File: src/rtl/mul_booth_sequencer_pkg.sv
// Shared types, widths and the radix-4 Booth digit decoder for the signed multiply path.
package mul_pkg;

    localparam int MUL_W  = 32;
    localparam int PROD_W = 64;
    localparam int NUM_PP = 16;

    typedef enum logic [2:0] {
        ZERO = 3'd0,
        POS1 = 3'd1,
        POS2 = 3'd2,
        NEG1 = 3'd3,
        NEG2 = 3'd4
    } booth_digit_t;

    typedef enum logic [1:0] {
        IDLE   = 2'd0,
        REDUCE = 2'd1,
        ADD    = 2'd2,
        DONE   = 2'd3
    } mul_state_t;

    typedef logic [NUM_PP-1:0][PROD_W-1:0] pp_array_t;

    // Window is {Q[2i+1], Q[2i], Q[2i-1]}.
    function automatic booth_digit_t booth_decode(input logic [2:0] window);
        booth_digit_t digit;
        digit = ZERO;
        case (window)
            3'b000, 3'b111: digit = ZERO;
            3'b001, 3'b010: digit = POS1;
            3'b011:         digit = POS2;
            3'b100:         digit = NEG2;
            3'b101, 3'b110: digit = NEG1;
            default:        digit = ZERO;
        endcase
        return digit;
    endfunction

endpackage

File: src/rtl/mul_booth_sequencer_if.sv
// Control-unit handshake plus the partial-product/tree bus of the multiply sequencer.
//
// Handshake: start is a one-cycle request taken only while busy=0 (IDLE or DONE);
// operands are sampled with it. done pulses for one cycle and hi/lo stay valid from
// that cycle until the next result. pp is stable except on an accepted start, and
// tree_sum/tree_carry are expected to be a combinational function of pp.
interface mul_booth_sequencer_if;
    import mul_pkg::*;

    logic                start;
    logic [MUL_W-1:0]    multiplicand;
    logic [MUL_W-1:0]    multiplier;
    logic                busy;
    logic                done;
    logic [MUL_W-1:0]    hi;
    logic [MUL_W-1:0]    lo;
    pp_array_t           pp;
    logic [PROD_W-1:0]   tree_sum;
    logic [PROD_W-1:0]   tree_carry;

    modport master (
        output start, multiplicand, multiplier, tree_sum, tree_carry,
        input  busy, done, hi, lo, pp
    );

    modport slave (
        input  start, multiplicand, multiplier, tree_sum, tree_carry,
        output busy, done, hi, lo, pp
    );

endinterface

File: src/rtl/mul_booth_sequencer_booth_pp_gen.sv
// Combinational radix-4 Booth partial-product generator: 16 sign-extended 64-bit rows.
module booth_pp_gen
    import mul_pkg::*;
(
    input  logic [MUL_W-1:0] multiplicand,
    input  logic [MUL_W-1:0] multiplier,
    output pp_array_t        pp
);

    logic [MUL_W:0]    q_ext;
    logic [PROD_W-1:0] m_ext;
    booth_digit_t      digit;
    logic [PROD_W-1:0] row;

    assign q_ext = {multiplier, 1'b0};
    assign m_ext = {{(PROD_W-MUL_W){multiplicand[MUL_W-1]}}, multiplicand};

    // Operands are signed, so 16 digits cover Q exactly and no correction row is needed.
    always_comb begin
        pp    = '0;
        digit = ZERO;
        row   = '0;
        for (int i = 0; i < NUM_PP; i++) begin
            digit = booth_decode(q_ext[2*i +: 3]);
            case (digit)
                ZERO:    row = '0;
                POS1:    row = m_ext;
                POS2:    row = m_ext << 1;
                NEG1:    row = -m_ext;
                NEG2:    row = -(m_ext << 1);
                default: row = '0;
            endcase
            pp[i] = row << (2 * i);
        end
    end

endmodule

File: src/rtl/mul_booth_sequencer.sv
// Multi-cycle sequencer for signed 32x32 MUL: Booth rows out to the CSA tree, final add to HI/LO.
module mul_booth_sequencer
    import mul_pkg::*;
#(
    parameter int WIDTH    = 32,
    parameter int REG_TREE = 1
) (
    input  logic                       clk,
    input  logic                       reset,
    mul_booth_sequencer_if.slave       bus,
    output mul_state_t                 dbg_state
);

    mul_state_t          state;
    mul_state_t          state_next;
    logic                accept;
    pp_array_t           pp_comb;
    pp_array_t           pp_q;
    logic [PROD_W-1:0]   sum_q;
    logic [PROD_W-1:0]   carry_q;
    logic [2*WIDTH-1:0]  prod_q;

    booth_pp_gen u_pp_gen (
        .multiplicand (bus.multiplicand),
        .multiplier   (bus.multiplier),
        .pp           (pp_comb)
    );

    always_ff @(posedge clk) begin
        if (reset) begin
            state <= IDLE;
        end else begin
            state <= state_next;
        end
    end

    // DONE accepts a new start like IDLE, giving back-to-back operations.
    always_comb begin
        state_next = state;
        accept     = 1'b0;
        case (state)
            IDLE, DONE: begin
                if (bus.start) begin
                    accept     = 1'b1;
                    state_next = REDUCE;
                end else begin
                    state_next = IDLE;
                end
            end
            REDUCE:  state_next = (REG_TREE != 0) ? ADD : DONE;
            ADD:     state_next = DONE;
            default: state_next = IDLE;
        endcase
    end

    always_ff @(posedge clk) begin
        if (reset) begin
            pp_q    <= '0;
            sum_q   <= '0;
            carry_q <= '0;
            prod_q  <= '0;
        end else begin
            if (accept) begin
                pp_q <= pp_comb;
            end
            if (state == REDUCE) begin
                if (REG_TREE != 0) begin
                    sum_q   <= bus.tree_sum;
                    carry_q <= bus.tree_carry;
                end else begin
                    prod_q <= bus.tree_sum + bus.tree_carry;
                end
            end
            if (state == ADD) begin
                prod_q <= sum_q + carry_q;
            end
        end
    end

    assign bus.pp    = pp_q;
    assign bus.busy  = (state == REDUCE) || (state == ADD);
    assign bus.done  = (state == DONE);
    assign bus.hi    = prod_q[2*WIDTH-1:WIDTH];
    assign bus.lo    = prod_q[WIDTH-1:0];
    assign dbg_state = state;

endmodule

File: src/flat_wrapper.sv
// flat-port wrapper written by rule: the top's interface ports become plain ports
module mul_booth_sequencer_flat import mul_pkg::*;
#(
    parameter int WIDTH    = 32,
    parameter int REG_TREE = 1
)
  (clk, reset, dbg_state, bus_start, bus_multiplicand, bus_multiplier, bus_tree_sum, bus_tree_carry, bus_busy, bus_done, bus_hi, bus_lo, bus_pp);
  mul_booth_sequencer_if bus_i ();
  input  logic clk;
  input  logic reset;
  output mul_state_t dbg_state;
  input wire logic [$bits(bus_i.start)-1:0] bus_start;
  input wire logic [$bits(bus_i.multiplicand)-1:0] bus_multiplicand;
  input wire logic [$bits(bus_i.multiplier)-1:0] bus_multiplier;
  input wire logic [$bits(bus_i.tree_sum)-1:0] bus_tree_sum;
  input wire logic [$bits(bus_i.tree_carry)-1:0] bus_tree_carry;
  output wire logic [$bits(bus_i.busy)-1:0] bus_busy;
  output wire logic [$bits(bus_i.done)-1:0] bus_done;
  output wire logic [$bits(bus_i.hi)-1:0] bus_hi;
  output wire logic [$bits(bus_i.lo)-1:0] bus_lo;
  output wire logic [$bits(bus_i.pp)-1:0] bus_pp;
  assign bus_i.start = bus_start;
  assign bus_i.multiplicand = bus_multiplicand;
  assign bus_i.multiplier = bus_multiplier;
  assign bus_i.tree_sum = bus_tree_sum;
  assign bus_i.tree_carry = bus_tree_carry;
  assign bus_busy = bus_i.busy;
  assign bus_done = bus_i.done;
  assign bus_hi = bus_i.hi;
  assign bus_lo = bus_i.lo;
  assign bus_pp = bus_i.pp;
  mul_booth_sequencer #(.WIDTH(WIDTH), .REG_TREE(REG_TREE)) u_core (.clk(clk), .reset(reset), .bus(bus_i), .dbg_state(dbg_state));
endmodule
File: config.mk
export PLATFORM = sky130hd
export DESIGN_NAME = mul_booth_sequencer_flat
export DESIGN_NICKNAME = d
export VERILOG_FILES = /design/src/rtl/mul_booth_sequencer_pkg.sv /design/src/rtl/mul_booth_sequencer_if.sv /design/src/rtl/mul_booth_sequencer_booth_pp_gen.sv /design/src/rtl/mul_booth_sequencer.sv /design/src/flat_wrapper.sv
export SDC_FILE = /design/constraint.sdc
export NUM_CORES = 2
export LEC_CHECK = 0
export CAP_MARGIN = 40
export CORE_AREA = 2 2 507 509
export CTS_BUF_LIST = sky130_fd_sc_hd__clkbuf_16
export CTS_CLUSTER_DIAMETER = 150
export DETAILED_ROUTE_END_ITERATION = 16
export DIE_AREA = 0 0 509 511
export PLACE_DENSITY = 0.39
export SLEW_MARGIN = 5
export SYNTH_ARGS = -nofsm -noshare
export SYNTH_HDL_FRONTEND = slang
export SYNTH_SLANG_ARGS = --single-unit
export TNS_END_PERCENT = 50
File: constraint.sdc
create_clock -name clk -period 5.4 [get_ports clk]
set_input_delay 1.08 -clock clk [delete_from_list [all_inputs] [get_ports clk]]
set_output_delay 1.08 -clock clk [all_outputs]
set_load 0.05 [all_outputs]
# Word level (Yosys, flattened, before mapping)
# Memories as Yosys holds them, arrays and structs flattened.
# Index checks and enable logic that the tools add are counted.
# totals
regBits,978
rom_bits,384
input_bits,195
out_inout_bits,1092
wordCells,129
mem_count,16
# memory_table
memory,depth,width,read_ports,rd_ports_with_merged_regs,write_ports,line,text
(no name shown),8,3,1,0,0,mul_booth_sequencer_pkg.sv:29,case (window)
(no name shown),8,3,1,0,0,mul_booth_sequencer_pkg.sv:29,
(no name shown),8,3,1,0,0,mul_booth_sequencer_pkg.sv:29,
(no name shown),8,3,1,0,0,mul_booth_sequencer_pkg.sv:29,
(no name shown),8,3,1,0,0,mul_booth_sequencer_pkg.sv:29,
(no name shown),8,3,1,0,0,mul_booth_sequencer_pkg.sv:29,
+10 memories,--,--,--,--,--,--,
# classes
add_sub_neg,3
eq_ne,67
n_mux,20
n_reduce_logical,3
# op_table
cell,n
$pmux 64 s4,1
$pmux 62 s4,1
$pmux 60 s4,1
$pmux 58 s4,1
$pmux 56 s4,1
$pmux 54 s4,1
$pmux 52 s4,1
$pmux 50 s4,1
$pmux 48 s4,1
$pmux 46 s4,1
$pmux 44 s4,1
$pmux 42 s4,1
$pmux 40 s4,1
$pmux 38 s4,1
$pmux 36 s4,1
$pmux 34 s4,1
$neg 64->64,2
$eq 3x2->1 const B,32
$add 64x64->64,1
$eq 3x1->1 const B,16
$eq 3x3->1 const B,16
$pmux 2 s3,1
$eq 2x2->1 const B,2
$mux 1,3
other kinds (4),4

# Depth between registers and ports, before layout
# logic_depth
depth_word,3
depth_mapped,17
mapped_depth_nobuf,12

# Cells and area by module
# From an unflattened synthesis, not the netlist that was laid out.
# hier_totals
hier_cells,9275
area_unflattened_um2,67573.6
# by_module_without_submodules
module,instances,cells_each,area_per_inst_um2,seq_area_each_um2
mul_booth_sequencer,1,5644,45220.9,24383.4
booth_pp_gen,1,3631,22352.7,0.0

# Least setup slack after synthesis
# Ideal clock, no wire load.
# synth_path
path_kind,input port to flip-flop
from,input bus_multiplicand[11]
to,register u_core.pp_q (netlist bit u_core.bus.pp[427])
setup_ns,0.117
t_arrival_ns,3.997
t_required_ns,5.283
path_slack_ns,1.286
cell_stages,10
n_path_buf,2
cell_sequence,clkbuf_1 > or4_4 > or3_1 > nor2_1 > nand3_1 > or3b_2 > ha_1 > clkbuf_1 > o221ai_1 > a22o_1
# synth_via
elab_chain_cells,2
word_cells_on_any_way,3
classes_between,add/sub: 2; mux: 1
# synth_rtl
element,line,text
start: declaration,flat_wrapper.sv:13,input wire logic [$bits(bus_i.multiplicand)-1:0] bus_multiplicand;
$neg 64->64 (on tied branches),--,
$pmux 52 s4 (*),mul_booth_sequencer_booth_pp_gen.sv:25,case (digit)
end signal: assignment,mul_booth_sequencer.sv:64,pp_q <= pp_comb;
end: declaration,mul_booth_sequencer.sv:18,pp_array_t pp_q;
# Mark *: on every way between the ends. The rest lies on a longest branch, timed or not.
# A chain may end at the register's enable or synchronous reset.

# Worst setup path in the final report
# layout_path
from,input bus_multiplicand[2]
to,register u_core.pp_q (netlist bit u_core.bus.pp[217])
# layout_via
elab_chain_cells,2
word_cells_on_any_way,3
classes_between,add/sub: 2; mux: 1
# layout_rtl
element,line
$neg 64->64 (on tied branches),--
$pmux 58 s4 (*),mul_booth_sequencer_booth_pp_gen.sv:25
# Marks and branches as above.

==> impl_metrics.json <==
{
  "status": "finished, final reports clean",
  "wl_per_cell_um": 32.1,
  "grt-ovfl-total": 0,
  "clk_pin_slew_ns": 0.05,
  "clk_latency_ns": 0.84,
  "drc": 0,
  "cp-end-kind": "register",
  "cts-root-buf": "clkbuf_16",
  "cts_resized": 0,
  "fin_ws_ns": 0.878,
  "start_util_pct": 19.7,
  "clockBufferDepth": 3,
  "synth_cell_types": 74,
  "critical_path_class": "input pin to register",
  "setup_viol": 0,
  "viasPerCell": 5.18,
  "hold_viol": 0,
  "via_count": 54700,
  "report.final.slew_viol_count": 0,
  "finalWirelength_um": 339000,
  "power.density_mw_per_mm2": 344,
  "grt_pass1_wl_um": 449000,
  "yosysSeqAreaShare_pct": 39.0,
  "cts_tree": "done",
  "cts_made_buffers": 130,
  "ir_worst_vdd_uv": 312,
  "place_ws_ns": 0.217,
  "die_h_um": 511,
  "slowest_stage": "xor2_4",
  "drtAntennaViolNets": 0,
  "synthCells": 6298,
  "dieArea_sq_mm": 0.260,
  "grt_pass1_vias": 50500,
  "drtPass1Iterations": 12,
  "fillers": 27400,
  "netlist_area_sq_mm": 0.0502,
  "track_usage_pct": 24.8,
  "holdPathStages": 2,
  "setup_tns_ns": 0,
  "cts_max_level": 4,
  "maxCapViolations": 0,
  "syn_area_per_cell_sq_um": 7.97,
  "postCtsHoldBufs": 0,
  "port_buffers": 1046,
  "cp_data_arrival_time_ns": 5.21,
  "cp.depth": 11,
  "gp_congestion": 0.862,
  "final_nets": 7352,
  "finClkSkew_ns": 0.0581,
  "post-route-period-util_pct": 83.7,
  "die_w_um": 509,
  "post_route_cells_drive_above_1_share_pct": 9.06,
  "ys_seq_elements": 978,
  "start_kind": "input pin",
  "reg2reg_slack_ns": 1.14,
  "hp-class": "register to register",
  "rsz0062_at_grt": "false",
  "cts_setup_buffers": 0,
  "finalCriticalPeriod_ns": 4.52,
  "grt_max_degree": 140,
  "syn2layout_area_growth_pct": 37.4,
  "timing.fmax_mhz": 221,
  "required_ns": 6.09,
  "antenna_found_initial": 39,
  "cp_cell_sequence": "clkdlybuf4s50_1, nor4_2, nand3_1, or2_2, or4_1, xor2_4, buf_4, a222oi_1, o21ai_1, a22oi_1, nor2_1",
  "worstMarginPinSlew_ns": 1.35,
  "synthArstFlopShare_pct": 0,
  "synthFlopType": "dfxtp_1",
  "coreArea_sq_mm": 0.255,
  "worstPathMaxFanout": 14,
  "first_iter_violations": 8240,
  "synth_edf_count": 0,
  "hpwl_um": 245000,
  "power_leakage_uw": 0.0262,
  "slew_headroom_pct": 10.3,
  "ys_warn_count": 0,
  "critPathMaxStageDelay_ns": 0.74,
  "path_buf_inv": 2,
  "r2r_cells": 12,
  "clkSinkCount": 978,
  "path_delay_family": "simple AND/OR/NAND/NOR gates",
  "io_pins": 1287,
  "rows": 186
}
where the power goes:
part | switching (uW) | internal (uW)
logic | 4970 | 1930
clock network | 3890 | 4890
registers | 350 | 7680
kinds of logic after synthesis:
family | Yosys count | synth area share [%]
adders and majority gates | 99 | 2.48
muxes | 189 | 3.79
AOI/OAI and AO/OA | 2170 | 29.1
buffers and inverters | 1018 | 9.51
xor gates and xnor gates | 102 | 1.83
other | 1 | 0.00747
and+or+nand+nor | 1741 | 14.2
DFF | 978 | 39.0
layer usage:
metal  part of all wire [%]  routed length, um  vias up  global-route usage [%]
li1                       -                  -    23900                       -
met1                     38             129000    26600                    29.4
met2                     44             148000     3452                    37.9
met3                     12              40700      697                    9.70
met4                    6.3              21300       30                    13.7
met5                  0.058                196        -                       0
layout make-up:
cell class | instances | area (sq um) | share of cell area (%)
inverter | 52 | 195 | 0.283
sequential | 978 | 19600 | 28.4
multi-input combinational | 4541 | 27400 | 39.7
clock inverter | 96 | 971 | 1.41
tap | 3384 | 4230 | 6.14
timing repair buffer | 1355 | 13300 | 19.3
antenna | 15 | 37.5 | 0.0544
clock buffer | 130 | 3250 | 4.72
worst reg2reg max path, cell delays in order, from the launching register on:
cell and delay, ns:
dfxtp_1 0.34, ha_1 0.23, fa_1 0.27, a211oi_1 0.10
o21a_1 0.26, a211oi_1 0.56, o2111ai_1 0.28, a21oi_1 0.46
a31oi_1 0.30, o211a_1 0.37, o311ai_0 0.58, a211o_1 0.21
o311ai_0 0.12
path summary, 6_finish.rpt:
path,end,startpoint
worst max register to register,u_core.prod_q[60]$_SDFFE_PP0P_,u_core.sum_q[0]$_SDFFE_PP0N_
worst min register to register,u_core.bus.pp[124]$_SDFFE_PP0P_,u_core.bus.pp[124]$_SDFFE_PP0P_
worst max-delay path,u_core.bus.pp[217]$_SDFFE_PP0P_,bus_multiplicand[2]
worst min-delay path,u_core.bus.pp[124]$_SDFFE_PP0P_,u_core.bus.pp[124]$_SDFFE_PP0P_
metrics by stage:
stage / std cells / utilization, % / hold slack (ns) / instance area (sq um) / power [uW]
2_1_floorplan: 6537 / - / 0.465 / 51100 / 12300
3_3_place_gp: 10300 / 25.1 / 0.429 / 64000 / 14900
3_5_place_dp: 10300 / 25.3 / 0.432 / 64700 / 15000
4_1_cts: 10500 / 27.0 / 0.442 / 68900 / 23900
5_1_grt: 10500 / 27.0 / 0.454 / 69000 / 24600
6_report: 10600 / 27.0 / 0.438 / 69000 / 23700
cells in the mapped netlist (37+ instances only):
master | number | area share, %
dfxtp_1 | 978 | 39
nor2_1 | 761 | 5.7
a21oi_1 | 755 | 7.5
nand2_1 | 735 | 5.5
clkbuf_1 | 666 | 5.0
o21ai_0 | 381 | 3.8
a222oi_1 | 349 | 7.0
buf_4 | 242 | 3.6
a22oi_1 | 208 | 3.1
mux2i_1 | 181 | 3.6
a22o_1 | 121 | 2.1
ha_1 | 98 | 2.4
xnor2_1 | 58 | 1.0
o221ai_1 | 56 | 0.98
nor3_1 | 54 | 0.54
inv_1 | 50 | 0.37
o21a_1 | 44 | 0.66
a21o_1 | 43 | 0.64
a221oi_1 | 43 | 0.75
xor2_1 | 42 | 0.73
a211oi_1 | 37 | 0.55
flip-flops by register name, summed over array words and instances, names as in the netlist:
register          count
u_core.carry_q       64
u_core.dbg_state      2
u_core.prod_q        64
u_core.bus.pp       784
u_core.sum_q         64
cell usage in the layout (no fill, tap or decap), types with 28 or more instances in the layout:
cell type | netlist | routed
nand2_1 | 735 | 731
o221ai_1 | 56 | 56
inv_1 | 50 | 75
o21ai_0 | 381 | 381
buf_2 | 22 | 29
a22o_1 | 121 | 121
a22oi_1 | 208 | 208
xnor2_1 | 58 | 43
mux2i_1 | 181 | 181
ha_1 | 98 | 94
a21o_1 | 43 | 43
clkbuf_16 | 0 | 130
conb_1 | 1 | 240
dfxtp_1 | 978 | 978
buf_4 | 242 | 252
nor3_1 | 54 | 53
and3_1 | 29 | 28
a21oi_1 | 755 | 755
o21a_1 | 44 | 44
a222oi_1 | 349 | 349
nand4_1 | 31 | 31
clkdlybuf4s50_1 | 0 | 1012
nor2_1 | 761 | 741
a211oi_1 | 37 | 37
a221oi_1 | 43 | 43
No activity file was read; power rests on OpenSTA's default activity.
